--- config.mk ---
export PLATFORM = sky130hd
export DESIGN_NAME = cd_limit_ctrl_flat
export DESIGN_NICKNAME = d
export VERILOG_FILES = /design/src/rtl/cd_limit_ctrl_if.sv /design/src/rtl/cd_limit_ctrl.sv /design/src/flat_wrapper.sv
export SDC_FILE = /design/constraint.sdc
export NUM_CORES = 1
export LEC_CHECK = 0
export ABC_AREA = 1
export BUFFER_PORTS_ARGS = -buffer_cell sky130_fd_sc_hd__buf_2
export CAP_MARGIN = 10
export CORE_MARGIN = 2
export CORE_UTILIZATION = 58
export DETAILED_ROUTE_END_ITERATION = 8
export PLACE_DENSITY = 0.86
export SLEW_MARGIN = 20
export SYNTH_ARGS = -nofsm -noshare
export SYNTH_HDL_FRONTEND = slang
export SYNTH_SLANG_ARGS = --single-unit
--- constraint.sdc ---
create_clock -name clk -period 4.1 [get_ports clk]
set_clock_uncertainty 0.1 [all_clocks]
set_input_delay 0.82 -clock clk [delete_from_list [all_inputs] [get_ports clk]]
set_output_delay 0.82 -clock clk [all_outputs]
set_load 0.01 [all_outputs]
--- src/rtl/cd_limit_ctrl_if.sv ---
// Request/response and divider-control signals between configuration sources,
// cd_limit_ctrl and the clock-divider counter.
interface cd_limit_ctrl_if #(
    parameter int unsigned WIDTH = 32
);
    logic             req_a_valid;
    logic [WIDTH-1:0] req_a_limit;
    logic             req_a_ready;
    logic             req_b_valid;
    logic [WIDTH-1:0] req_b_limit;
    logic             req_b_ready;
    logic             div_clkout;
    logic [WIDTH-1:0] div_limit;
    logic             div_rst;
    logic             busy;
    logic             done;
    logic             done_id;
    logic             err;

    // Requesters and divider feedback.
    modport master (
        output req_a_valid, req_a_limit, req_b_valid, req_b_limit, div_clkout,
        input  req_a_ready, req_b_ready, div_limit, div_rst, busy, done, done_id, err
    );

    // Controller.
    modport slave (
        input  req_a_valid, req_a_limit, req_b_valid, req_b_limit, div_clkout,
        output req_a_ready, req_b_ready, div_limit, div_rst, busy, done, done_id, err
    );
endinterface

--- src/rtl/cd_limit_ctrl.sv ---
// Divide-limit reconfiguration controller: round-robin arbitration of two
// requesters, limit update on the divided clock's falling edge, divider reset hold.
module cd_limit_ctrl #(
    parameter int unsigned WIDTH         = 32,
    parameter int unsigned DEFAULT_LIMIT = 2,
    parameter int unsigned HOLD_CYC      = 2
) (
    input  logic           clk,
    input  logic           rst,
    cd_limit_ctrl_if.slave bus
);
    localparam int unsigned CW = (HOLD_CYC > 1) ? $clog2(HOLD_CYC) : 1;

    typedef enum logic [1:0] {
        S_INIT      = 2'd0,
        S_IDLE      = 2'd1,
        S_WAIT_EDGE = 2'd2,
        S_HOLD      = 2'd3
    } state_t;

    state_t           state_q, state_d;
    logic [CW-1:0]    hold_cnt_q, hold_cnt_d;
    logic [WIDTH-1:0] pend_q, pend_d;
    logic             clk_q, clk_q_d;
    logic             last_grant_q, last_grant_d;
    logic [WIDTH-1:0] div_limit_q, div_limit_d;
    logic             div_rst_q, div_rst_d;
    logic             busy_q, busy_d;
    logic             done_q, done_d;
    logic             done_id_q, done_id_d;
    logic             err_q, err_d;

    logic             grant_valid;
    logic             grant_id;
    logic [WIDTH-1:0] grant_limit;
    logic             hold_last;
    logic             fall;

    assign hold_last   = (hold_cnt_q == CW'(HOLD_CYC - 1));
    assign fall        = clk_q & ~bus.div_clkout;
    assign grant_limit = grant_id ? bus.req_b_limit : bus.req_a_limit;

    // Round-robin arbitration; only IDLE ever grants.
    always_comb begin
        grant_valid = 1'b0;
        grant_id    = 1'b0;
        if (state_q == S_IDLE) begin
            if (bus.req_a_valid && bus.req_b_valid) begin
                grant_valid = 1'b1;
                grant_id    = ~last_grant_q;
            end else if (bus.req_a_valid) begin
                grant_valid = 1'b1;
                grant_id    = 1'b0;
            end else if (bus.req_b_valid) begin
                grant_valid = 1'b1;
                grant_id    = 1'b1;
            end
        end
    end

    // State register together with all datapath/output registers.
    always_ff @(posedge clk or posedge rst) begin
        if (rst) begin
            state_q      <= S_INIT;
            hold_cnt_q   <= '0;
            pend_q       <= '0;
            clk_q        <= 1'b0;
            last_grant_q <= 1'b1;
            div_limit_q  <= WIDTH'(DEFAULT_LIMIT);
            div_rst_q    <= 1'b1;
            busy_q       <= 1'b1;
            done_q       <= 1'b0;
            done_id_q    <= 1'b0;
            err_q        <= 1'b0;
        end else begin
            state_q      <= state_d;
            hold_cnt_q   <= hold_cnt_d;
            pend_q       <= pend_d;
            clk_q        <= clk_q_d;
            last_grant_q <= last_grant_d;
            div_limit_q  <= div_limit_d;
            div_rst_q    <= div_rst_d;
            busy_q       <= busy_d;
            done_q       <= done_d;
            done_id_q    <= done_id_d;
            err_q        <= err_d;
        end
    end

    // Next-state logic; rejected and equal-limit grants stay in IDLE.
    always_comb begin
        state_d = state_q;
        case (state_q)
            S_INIT: begin
                if (hold_last) state_d = S_IDLE;
            end
            S_IDLE: begin
                if (grant_valid && (grant_limit != '0) && (grant_limit != div_limit_q))
                    state_d = S_WAIT_EDGE;
            end
            S_WAIT_EDGE: begin
                if (fall) state_d = S_HOLD;
            end
            S_HOLD: begin
                if (hold_last) state_d = S_IDLE;
            end
            default: state_d = S_INIT;
        endcase
    end

    // Output and datapath next values.
    always_comb begin
        hold_cnt_d   = '0;
        pend_d       = pend_q;
        clk_q_d      = 1'b0;
        last_grant_d = last_grant_q;
        div_limit_d  = div_limit_q;
        div_rst_d    = div_rst_q;
        busy_d       = (state_d != S_IDLE);
        done_d       = 1'b0;
        done_id_d    = done_id_q;
        err_d        = 1'b0;
        case (state_q)
            S_INIT: begin
                hold_cnt_d = hold_last ? '0 : hold_cnt_q + CW'(1);
                if (hold_last) div_rst_d = 1'b0;
            end
            S_IDLE: begin
                if (grant_valid) begin
                    last_grant_d = grant_id;
                    if (grant_limit == '0) begin
                        err_d     = 1'b1;
                        done_id_d = grant_id;
                    end else if (grant_limit == div_limit_q) begin
                        done_d    = 1'b1;
                        done_id_d = grant_id;
                    end else begin
                        pend_d = grant_limit;
                    end
                end
            end
            S_WAIT_EDGE: begin
                // Edge register only tracks while waiting, so older edges are ignored.
                clk_q_d = bus.div_clkout;
                if (fall) begin
                    div_limit_d = pend_q;
                    div_rst_d   = 1'b1;
                end
            end
            S_HOLD: begin
                hold_cnt_d = hold_last ? '0 : hold_cnt_q + CW'(1);
                if (hold_last) begin
                    div_rst_d = 1'b0;
                    done_d    = 1'b1;
                    done_id_d = last_grant_q;
                end
            end
            default: ;
        endcase
    end

    // Ready is an acceptance strobe in the grant cycle itself.
    assign bus.req_a_ready = grant_valid & ~grant_id;
    assign bus.req_b_ready = grant_valid & grant_id;
    assign bus.div_limit   = div_limit_q;
    assign bus.div_rst     = div_rst_q;
    assign bus.busy        = busy_q;
    assign bus.done        = done_q;
    assign bus.done_id     = done_id_q;
    assign bus.err         = err_q;

endmodule
--- src/flat_wrapper.sv ---
// flat-port wrapper written by rule: the top's interface ports become plain ports
module cd_limit_ctrl_flat 
#(
    parameter int unsigned WIDTH         = 32,
    parameter int unsigned DEFAULT_LIMIT = 2,
    parameter int unsigned HOLD_CYC      = 2
)
  (clk, rst, bus_req_a_valid, bus_req_a_limit, bus_req_b_valid, bus_req_b_limit, bus_div_clkout, bus_req_a_ready, bus_req_b_ready, bus_div_limit, bus_div_rst, bus_busy, bus_done, bus_done_id, bus_err);
  cd_limit_ctrl_if #(.WIDTH(WIDTH)) bus_i ();
  input  logic clk;
  input  logic rst;
  input wire logic [$bits(bus_i.req_a_valid)-1:0] bus_req_a_valid;
  input wire logic [$bits(bus_i.req_a_limit)-1:0] bus_req_a_limit;
  input wire logic [$bits(bus_i.req_b_valid)-1:0] bus_req_b_valid;
  input wire logic [$bits(bus_i.req_b_limit)-1:0] bus_req_b_limit;
  input wire logic [$bits(bus_i.div_clkout)-1:0] bus_div_clkout;
  output wire logic [$bits(bus_i.req_a_ready)-1:0] bus_req_a_ready;
  output wire logic [$bits(bus_i.req_b_ready)-1:0] bus_req_b_ready;
  output wire logic [$bits(bus_i.div_limit)-1:0] bus_div_limit;
  output wire logic [$bits(bus_i.div_rst)-1:0] bus_div_rst;
  output wire logic [$bits(bus_i.busy)-1:0] bus_busy;
  output wire logic [$bits(bus_i.done)-1:0] bus_done;
  output wire logic [$bits(bus_i.done_id)-1:0] bus_done_id;
  output wire logic [$bits(bus_i.err)-1:0] bus_err;
  assign bus_i.req_a_valid = bus_req_a_valid;
  assign bus_i.req_a_limit = bus_req_a_limit;
  assign bus_i.req_b_valid = bus_req_b_valid;
  assign bus_i.req_b_limit = bus_req_b_limit;
  assign bus_i.div_clkout = bus_div_clkout;
  assign bus_req_a_ready = bus_i.req_a_ready;
  assign bus_req_b_ready = bus_i.req_b_ready;
  assign bus_div_limit = bus_i.div_limit;
  assign bus_div_rst = bus_i.div_rst;
  assign bus_busy = bus_i.busy;
  assign bus_done = bus_i.done;
  assign bus_done_id = bus_i.done_id;
  assign bus_err = bus_i.err;
  cd_limit_ctrl #(.WIDTH(WIDTH), .DEFAULT_LIMIT(DEFAULT_LIMIT), .HOLD_CYC(HOLD_CYC)) u_core (.clk(clk), .rst(rst), .bus(bus_i));
endmodule
* Word-level counts from Yosys, hierarchy flattened
Cells that the tools add are included.
Storage, ports and cells: bits in registers 74, input port bits 69, output and inout bits 39, word-level logic and storage cells 76
Cells by class: add/subtract/negate cells 1, eq/ne operators 11, multiplexer cells 31, bitwise operators 8, reductions and logical operators 14
Operators with widths (number):
- $eq 32x32->1 | 1
- $logic_not 32->1 | 1
- $mux 32 | 1
- $ne 32x32->1 | 1
- $reduce_bool 32->1 | 1
- $mux 1 | 23
- $ne 2x1->1 const B | 5
- $reduce_and 4->1 | 2
- $mux 2 | 3
- $pmux 1 s2 | 3
- $pmux 2 s3 | 1
- $not 1->1 | 5
- $eq 2x2->1 const B | 2
- $reduce_and 2->1 | 2
- $reduce_bool 2->1 | 2
- $and 1x1->1 | 3
- $logic_and 1x1->1 | 3
- $ne 3x3->1 const B | 1
- $reduce_and 3->1 | 1
- $eq 2x1->1 const B | 1
- $logic_not 2->1 | 1
- $reduce_or 2->1 | 1
- $add 1x1->1 const B | 1

* Depth between registers and ports, before layout
Gate-level depths: netlist of run 1.
word-level depth 11, depth in mapped cells 20, gate-level depth less buffers 18

* Worst setup path after synthesis of run 1
Ideal clock, no wire load.
path type input-to-reg, start point input port bus_req_a_valid, end point register u_core.pend_q[0], data arrival time 2286 ps, data required time 3873 ps, path slack 1587 ps, stages on the path 13, buffers on the path 3, cell sequence nand2_2 -> buf_1 -> nand3_1 -> nand2_1 -> nand2_1 -> nor3_1 -> nand2_1 -> nor2_1 -> nand2_1 -> nand3_2 -> buf_4 -> buf_4 -> o21ai_0
On the way: longest elaborated chain between the ends 7
Ends and longest elaborated chain:
- start: declaration | line flat_wrapper.sv:12 | input wire logic [$bits(bus_i.req_a_valid)-1:0] bus_req_a_valid;
- $mux 1 or $logic_and 1x1->1 (tied branches) | line cd_limit_ctrl.sv:51, cd_limit_ctrl.sv:48
- $mux 1 | line cd_limit_ctrl.sv:48 | if (bus.req_a_valid && bus.req_b_valid) begin
- $mux 1 | line cd_limit_ctrl.sv:47 | if (state_q == S_IDLE) begin
- $mux 32 | line cd_limit_ctrl.sv:41 | assign grant_limit = grant_id ? bus.req_b_limit : bus.req_a_limit;
- $eq 32x32->1 or $logic_not 32->1 (tied branches) | line cd_limit_ctrl.sv:134, cd_limit_ctrl.sv:131
- $not 1->1 (no source line)
- $reduce_and 4->1 (no source line)
- end signal: assignment | line cd_limit_ctrl.sv:78 | pend_q <= pend_d;
- end: declaration | line cd_limit_ctrl.sv:23 | logic [WIDTH-1:0] pend_q, pend_d;
Parallel ways exist; a longest one is shown, timed or not. A chain may end at the register's enable or synchronous reset.

* Worst setup path in the final report of run 1
start point register u_core.state_q[1], end point register u_core.busy_q (netlist: u_core.bus.busy)
On the way: longest elaborated chain between the ends 9
Ends and longest elaborated chain:
- start: declaration | line cd_limit_ctrl.sv:21 | state_t state_q, state_d;
- start signal: assignment | line cd_limit_ctrl.sv:76 | state_q <= state_d;
- $eq 2x1->1 | line cd_limit_ctrl.sv:47, cd_limit_ctrl.sv:93
- $mux 1 | line cd_limit_ctrl.sv:47
- $mux 32 | line cd_limit_ctrl.sv:41
- $reduce_bool 32->1 | line cd_limit_ctrl.sv:98 | if (grant_valid && (grant_limit != '0) && (grant_limit != div_limit_q))
- $logic_and 1x1->1 (2 in series) | line cd_limit_ctrl.sv:98
- $mux 2 | line cd_limit_ctrl.sv:98
- $pmux 2 s3 * | line cd_limit_ctrl.sv:93 | case (state_q)
- via u_core.state_d[0] | line cd_limit_ctrl.sv:21
- $ne 2x1->1 * | line cd_limit_ctrl.sv:119 | busy_d = (state_d != S_IDLE);
- via u_core.busy_d | line cd_limit_ctrl.sv:28 | logic busy_q, busy_d;
- end signal: assignment | line cd_limit_ctrl.sv:83 | busy_q <= busy_d;
- end: declaration | line cd_limit_ctrl.sv:28
The timed path passes the listed nets; every way through them passes the cells marked *.

==> results of run 1 <==
worst max-delay path by stage:
stage	from	end
floorplan	rst	u_core.bus.div_limit[0]
global placement	bus_req_b_valid	u_core.bus.busy
detailed placement	bus_req_b_valid	u_core.bus.busy
CTS	u_core.state_q[1]	u_core.bus.busy
global route	u_core.state_q[1]	u_core.state_q[1]
finish	u_core.state_q[1]	u_core.bus.busy
metal layers:
metal / vias up / wire length [µm] / track usage [%]
met3: 32 / 922 / 5.477
li1: 2216 / - / -
met5: - / 0 / 0
met1: 2089 / 5036 / 40.28
met4: 0 / 285 / 12.63
met2: 173 / 5704 / 45.65
sequential cells by signal (all words and copies together), names as in the netlist:
signal and count:
u_core.bus.div_limit 32, u_core.pend_q 32, u_core.state_q 2, u_core.bus.busy 1, u_core.bus.div_rst 1, u_core.bus.done 1, u_core.bus.done_id 1, u_core.bus.err 1
u_core.clk_q 1, u_core.hold_cnt_q 1, u_core.last_grant_q 1
report_power, final:
part | switching, mW | internal (mW)
clock | 0.278 | 0.377
sequential | 0.235 | 1.08
combinational | 0.936 | 0.562
total | 1.45 | 2.02
through the flow:
step / worst slack (ps) / utilization, %
floorplan: 1305 / -
global placement: 854.7 / 68.46
detailed placement: 801.0 / 68.46
CTS: 805.9 / 71.58
global route: 422.5 / 71.58
finish: 744.5 / 71.58
final cells by class:
class,instances,area (µm²)
Timing Repair Buffer,114,588.1
Clock buffer,12,155.1
Clock inverter,4,73.82
Multi-Input combinational cell,452,2092
Tap cell,99,123.9
Fill cell,595,2083
Sequential cell,74,1857
Inverter,95,357.8
cell families after synthesis:
family	Yosys count	share of synthesized area, %
AOI/OAI and AO/OA	68	8.687
adders and majority gates	3	0.8435
buffers and inverters	120	11.39
DFF	74	41.72
muxes	4	1.012
and+or+nand+nor	377	36.35
Yosys cell counts, drive strengths merged:
cell      n
clkbuf    5
dfstp     4
dfrtp    70
mux2      4
clkinv    1
o21ai    50
o32a      1
nor2     34
inv      94
nand3b   24
nor3      7
a21oi    17
ha        3
nand3    65
nand4     2
buf      20
nand2   245
==> results.yml, run 1 <==
power:
  power_density_mw_per_mm2: 660.1
  leakage_nw: 3.023
  total_power_mw: 3.464
  vdd_ir_drop_max_v: 0.0003039
synthesis:
  syn_area_per_cell_um2: 6.889
  syn_inst: 646
  syn_nets: 718
  yosysWarnings: 0
  synth_cell_types: 27
  synthTopCellsByArea: "dfrtp_1, nand2_1, inv_1, nand3_1, nand3b_1"
  ys_seq_area_share_pct: 41.72
  post-synth-top-area-cell: "dfrtp_1"
  syn_area_mm2: 0.004451
  yosys_register_bits: 74
  yosys.area.top_type_share_pct: 39.36
sta:
  hold_viol: 0
  period_minus_slack_ps: 3355
  worstMarginPinSlew_ps: 767.0
  slew_headroom_pct: 48.87
  period_share_pct: 81.84
  tns_ps: 0
  whs_ps: 331.9
  fmax_mhz: 298.0
  setup_viol: 0
  slew_violations: 0
  rsz0062_at_grt: "false"
worst_setup_path:
  max_stage_delay_ps: 590
  crit_path_start_kind: "flop"
  crit_family: "simple AND/OR/NAND/NOR gates"
  end_kind: "flop"
  crit_required_ps: 4290
  critPathKind: "reg2reg"
  timing.rr.start: "u_core.state_q[1]"
  crit_top_cell: "nand2_1"
  crit_path_max_fanout: 38
  cp.arrival_ps: 3540
  reg2reg_slack_ps: 740
  rr_worst_depth: 18
  worst-path-stages: 18
  cp_slowest_cell: "a21oi_2"
  worst-path-buf-inv: 2
  reg2reg_to: "u_core.bus.busy"
  path_cells: "inv_1, ha_1, nand2_2, a21oi_2, nand2_1, nand2_1, nand2_1, nand2_1, nand2_1, nor2_1, nand2_1, nor2_1, nand2_1, nand3_2, buf_4, nand3_1, nand2_1, nand2_1"
floorplanning:
  die_area_mm2: 0.008390
  pin_count: 108
  core_area_mm2: 0.007331
  die_y_um: 91.60
  die_width_um: 91.60
  rows: 31
  start_util_pct: 60.71
global_route:
  grt_overflow: 0
  grt_usage_pct: 29.37
  grt_pass1_vias: 4248
  antenna_found_initial: 0
  grt_max_degree: 62
  grt_pass1_wl_mm: 19.62
final_layout:
  drive_gt1_share_pct: 20.77
  nNetsFinal: 818
  mostFrequentLayoutCells: "nand2_1, buf_2, inv_1"
  finish.instance_area_mm2: 0.005248
  antenna_cells: 0
  final_common_cell: "nand2_1"
  synthToLayoutAreaGrowth_pct: 17.91
  instances_no_fill: 850
clock_tree:
  cts_tree: "built"
  ctsHoldBuffers: 0
  cts_resized: 0
  clkTransAtPathRegs_ps: 80
  htreeDepth: 3
  cts_sinks: 74
  post_cts_buffers: 0
  cts_buffer_depth: 2
  cts-buffers-inserted: 9
  clock_latency_ps: 350
  cts_root_buffer: "clkbuf_8"
routing:
  dr.pass1.iters: 5
  drt_iter0_markers: 343
  via_count: 4510
  ant_nets: 0
  vias_per_cell: 5.306
  drc: 0
  drt-total-wl_mm: 11.95
  wl_per_cell_um: 14.06
worst_hold_path:
  hp-class: "in2async"
place:
  place_congestion: 0.8367
  port_buffers: 107
  hpwl_mm: 8.477
  place_inst: 834
  dpl_cell_area_mm2: 0.005019
flow_run:
  max_cap_violations: 0
status:
  status: "complete, no violations"
(Power assumes the default switching activity.)
==> inputs of run 2 (changes only) <==
Settings changed: ABC_AREA 1 to 0, CORE_UTILIZATION 58 to 54, PLACE_DENSITY 0.86 to 0.81.
Clock period 4.1 ns to 3.1 ns, I/O delays scaled along.
==> results.yml, run 2 <==
synthesis:
  syn_inst: 429
  yosysWarnings: 0
  syn_nets: 501
  post-synth-top-area-cell: "dfrtp_1"
  ys.flop_type: "dfrtp_1"
  synthTopCellsByCount: "dfrtp_1, nand2_1, inv_1, mux2_2"
  synth-async-reset-ratio_pct: 100.0
  synth_edf_count: 0
  syn_area_per_cell_um2: 10.18
  synthTopCellsByArea: "dfrtp_1, mux2_2, mux2_4, nand2_1, xor2_1"
  syn_area_mm2: 0.004367
  yosys_register_bits: 74
  yosysMostFrequentCell: "dfrtp_1"
  ys_seq_area_share_pct: 42.52
  yosys.area.top_type_share_pct: 40.11
  synth_cell_types: 62
worst_setup_path:
  cp_slowest_cell: "dfstp_2"
  crit_path_max_fanout: 11
  reg2reg_slack_ps: 90
  max_stage_delay_ps: 580
  critPathLaunch: "u_core.last_grant_q"
  rr_worst_depth: 10
  crit_family: "simple AND/OR/NAND/NOR gates"
  timing.rr.start: "u_core.last_grant_q"
  path_cells: "and2_0, o21ai_0, and3_1, nor4_1, buf_4, nand4_2, o21ai_4, buf_4, buf_12, mux2_4"
  worst-path-buf-inv: 3
  critPathKind: "reg2reg"
  crit_top_cell: "buf_4"
  crit_path_start_kind: "flop"
  crit_required_ps: 3240
  end_kind: "flop"
  cp.arrival_ps: 3150
  reg2reg_to: "u_core.pend_q[8]"
clock_tree:
  cts_tree: "built"
  ctsHoldBuffers: 0
  cts_sinks: 74
  cts_root_buffer: "clkbuf_8"
  cts_buffer_depth: 2
  htreeDepth: 3
  clock_latency_ps: 350
  clkTransAtPathRegs_ps: 80
  cts-buffers-inserted: 9
floorplanning:
  core_area_mm2: 0.007767
  rows: 32
  die_width_um: 93.93
  die_area_mm2: 0.008822
  die_y_um: 93.93
  pin_count: 108
  start_util_pct: 56.22
global_route:
  antenna_found_initial: 0
  grt_usage_pct: 31.13
  grt_max_degree: 39
  grt_overflow: 0
  grt_pass1_vias: 3889
  grt_pass1_wl_mm: 20.67
sta:
  fin_ws_ps: 87.92
  fmax_mhz: 332.0
  tns_ps: 0
  slew_violations: 0
  worstMarginPinSlew_ps: 711.9
  period_minus_slack_ps: 3012
  rsz0062_at_grt: "false"
  period_share_pct: 97.16
  setup_viol: 0
  hold_viol: 0
  slew_headroom_pct: 52.04
power:
  swShare_pct: 37.90
  vdd_ir_drop_max_v: 0.0004632
  power_density_mw_per_mm2: 904.8
  combPwrFrac_pct: 43.5
  p_int_mw: 3.020
  p_sw_mw: 1.843
  leakage_nw: 2.708
  sequentialPowerShare_pct: 39.0
  clkPwrFrac_pct: 17.5
status:
  status: "complete, no violations"
final_layout:
  instances_no_fill: 664
  final_common_cell: "buf_2"
  n_fill_cell: 620
  nNetsFinal: 629
  antenna_cells: 0
  synthToLayoutAreaGrowth_pct: 23.07
  drive_gt1_share_pct: 39.86
  finish.instance_area_mm2: 0.005374
  mostFrequentLayoutCells: "buf_2, dfrtp_1, nand2_1"
place:
  hpwl_mm: 10.40
  dpl_cell_area_mm2: 0.005104
  place_ws_ps: 28.79
  port_buffers: 107
  place_inst: 645
  place_congestion: 0.9826
routing:
  dr.pass1.iters: 6
  drt-total-wl_mm: 13.47
  wl_per_cell_um: 20.28
  vias_per_cell: 5.896
  via_count: 3915
  drt_iter0_markers: 291
  ant_nets: 0
  drc: 0
flow_run:
  max_cap_violations: 0
worst_hold_path:
  hp-class: "in2async"
[run 2: cell types whose count changed in the layout (fill, tap and decap cells not counted), sizes merged, moves of 19 or more]
| cell | before | now |
|---|---|---|
| buf | 114 | 133 |
| nor2 | 34 | 12 |
| o21ai | 50 | 26 |
| nand2 | 245 | 64 |
| inv | 94 | 33 |
| xor2 | 0 | 25 |
| mux2 | 4 | 54 |
| nand3b | 24 | 2 |
| nor4 | 0 | 21 |
| nand3 | 65 | 5 |
[run 2: kinds of logic (layout without fill, tap and decap cells)]
family,count (synthesis),after routing,synth area share (%)
and+or+nand+nor,138,138,15.76
AOI/OAI and AO/OA,75,75,12.01
DFF,74,74,42.52
muxes,59,59,16.96
buffers and inverters,49,182,5.673
xor gates and xnor gates,31,31,6.218
adders and majority gates,3,3,0.8597
[run 2: worst max path at each step]
stage	endpoint	slack, ps	cells after the start
2_1_floorplan	u_core.pend_q[18]	170	10
3_3_place_gp	u_core.pend_q[13]	70	9
3_5_place_dp	u_core.pend_q[13]	30	9
4_1_cts	u_core.pend_q[13]	110	11
5_1_grt	u_core.pend_q[27]	10	11
6_report	u_core.pend_q[8]	90	10
[run 2: power by group through the flow]
stage / sequential, mW / combinational [mW] / clock (mW)
after global routing: 1.95 / 2.29 / 0.903
after CTS: 1.88 / 2.09 / 0.864
after floorplan: 1.87 / 1.33 / 0
final: 1.90 / 2.11 / 0.852
after global placement: 1.87 / 2.02 / 0
after detailed placement: 1.89 / 2.08 / 0
[run 2: repair_timing]
item | CTS | global route
resized for setup | 0 | 4
setup endpoints to repair | 0 | 35
setup buffers | 0 | 3
[run 2: stage by stage]
step           power [mW]  util [%]  hold WS (ps)
3_3_place_gp        3.889     65.71         384.1
5_1_grt             5.141     69.18         208.1
3_5_place_dp        3.972     65.71         392.6
4_1_cts             4.831     68.64         174.5
6_report            4.862     69.18         169.9
2_1_floorplan       3.202         -         375.0
[run 2: area by class of cell]
| cell class | instances | area [µm²] | share of cell area, % |
|---|---|---|---|
| multi-input combinational | 306 | 2282 | 42.47 |
| timing repair buffer | 133 | 755.7 | 14.06 |
| sequential | 74 | 1857 | 34.55 |
| clock buffer | 10 | 137.6 | 2.561 |
| clock inverter | 6 | 90.09 | 1.676 |
| inverter | 33 | 123.9 | 2.305 |
| tap | 102 | 127.6 | 2.375 |
[run 2: layer usage]
| metal | track usage, % | part of all wire (%) | vias up |
|---|---|---|---|
| met1 | 41.74 | 42 | 1891 |
| li1 | - | - | 1784 |
| met3 | 5.698 | 7.6 | 34 |
| met2 | 51.61 | 48 | 206 |
| met5 | 0 | 0 | - |
| met4 | 9.058 | 2.4 | 0 |
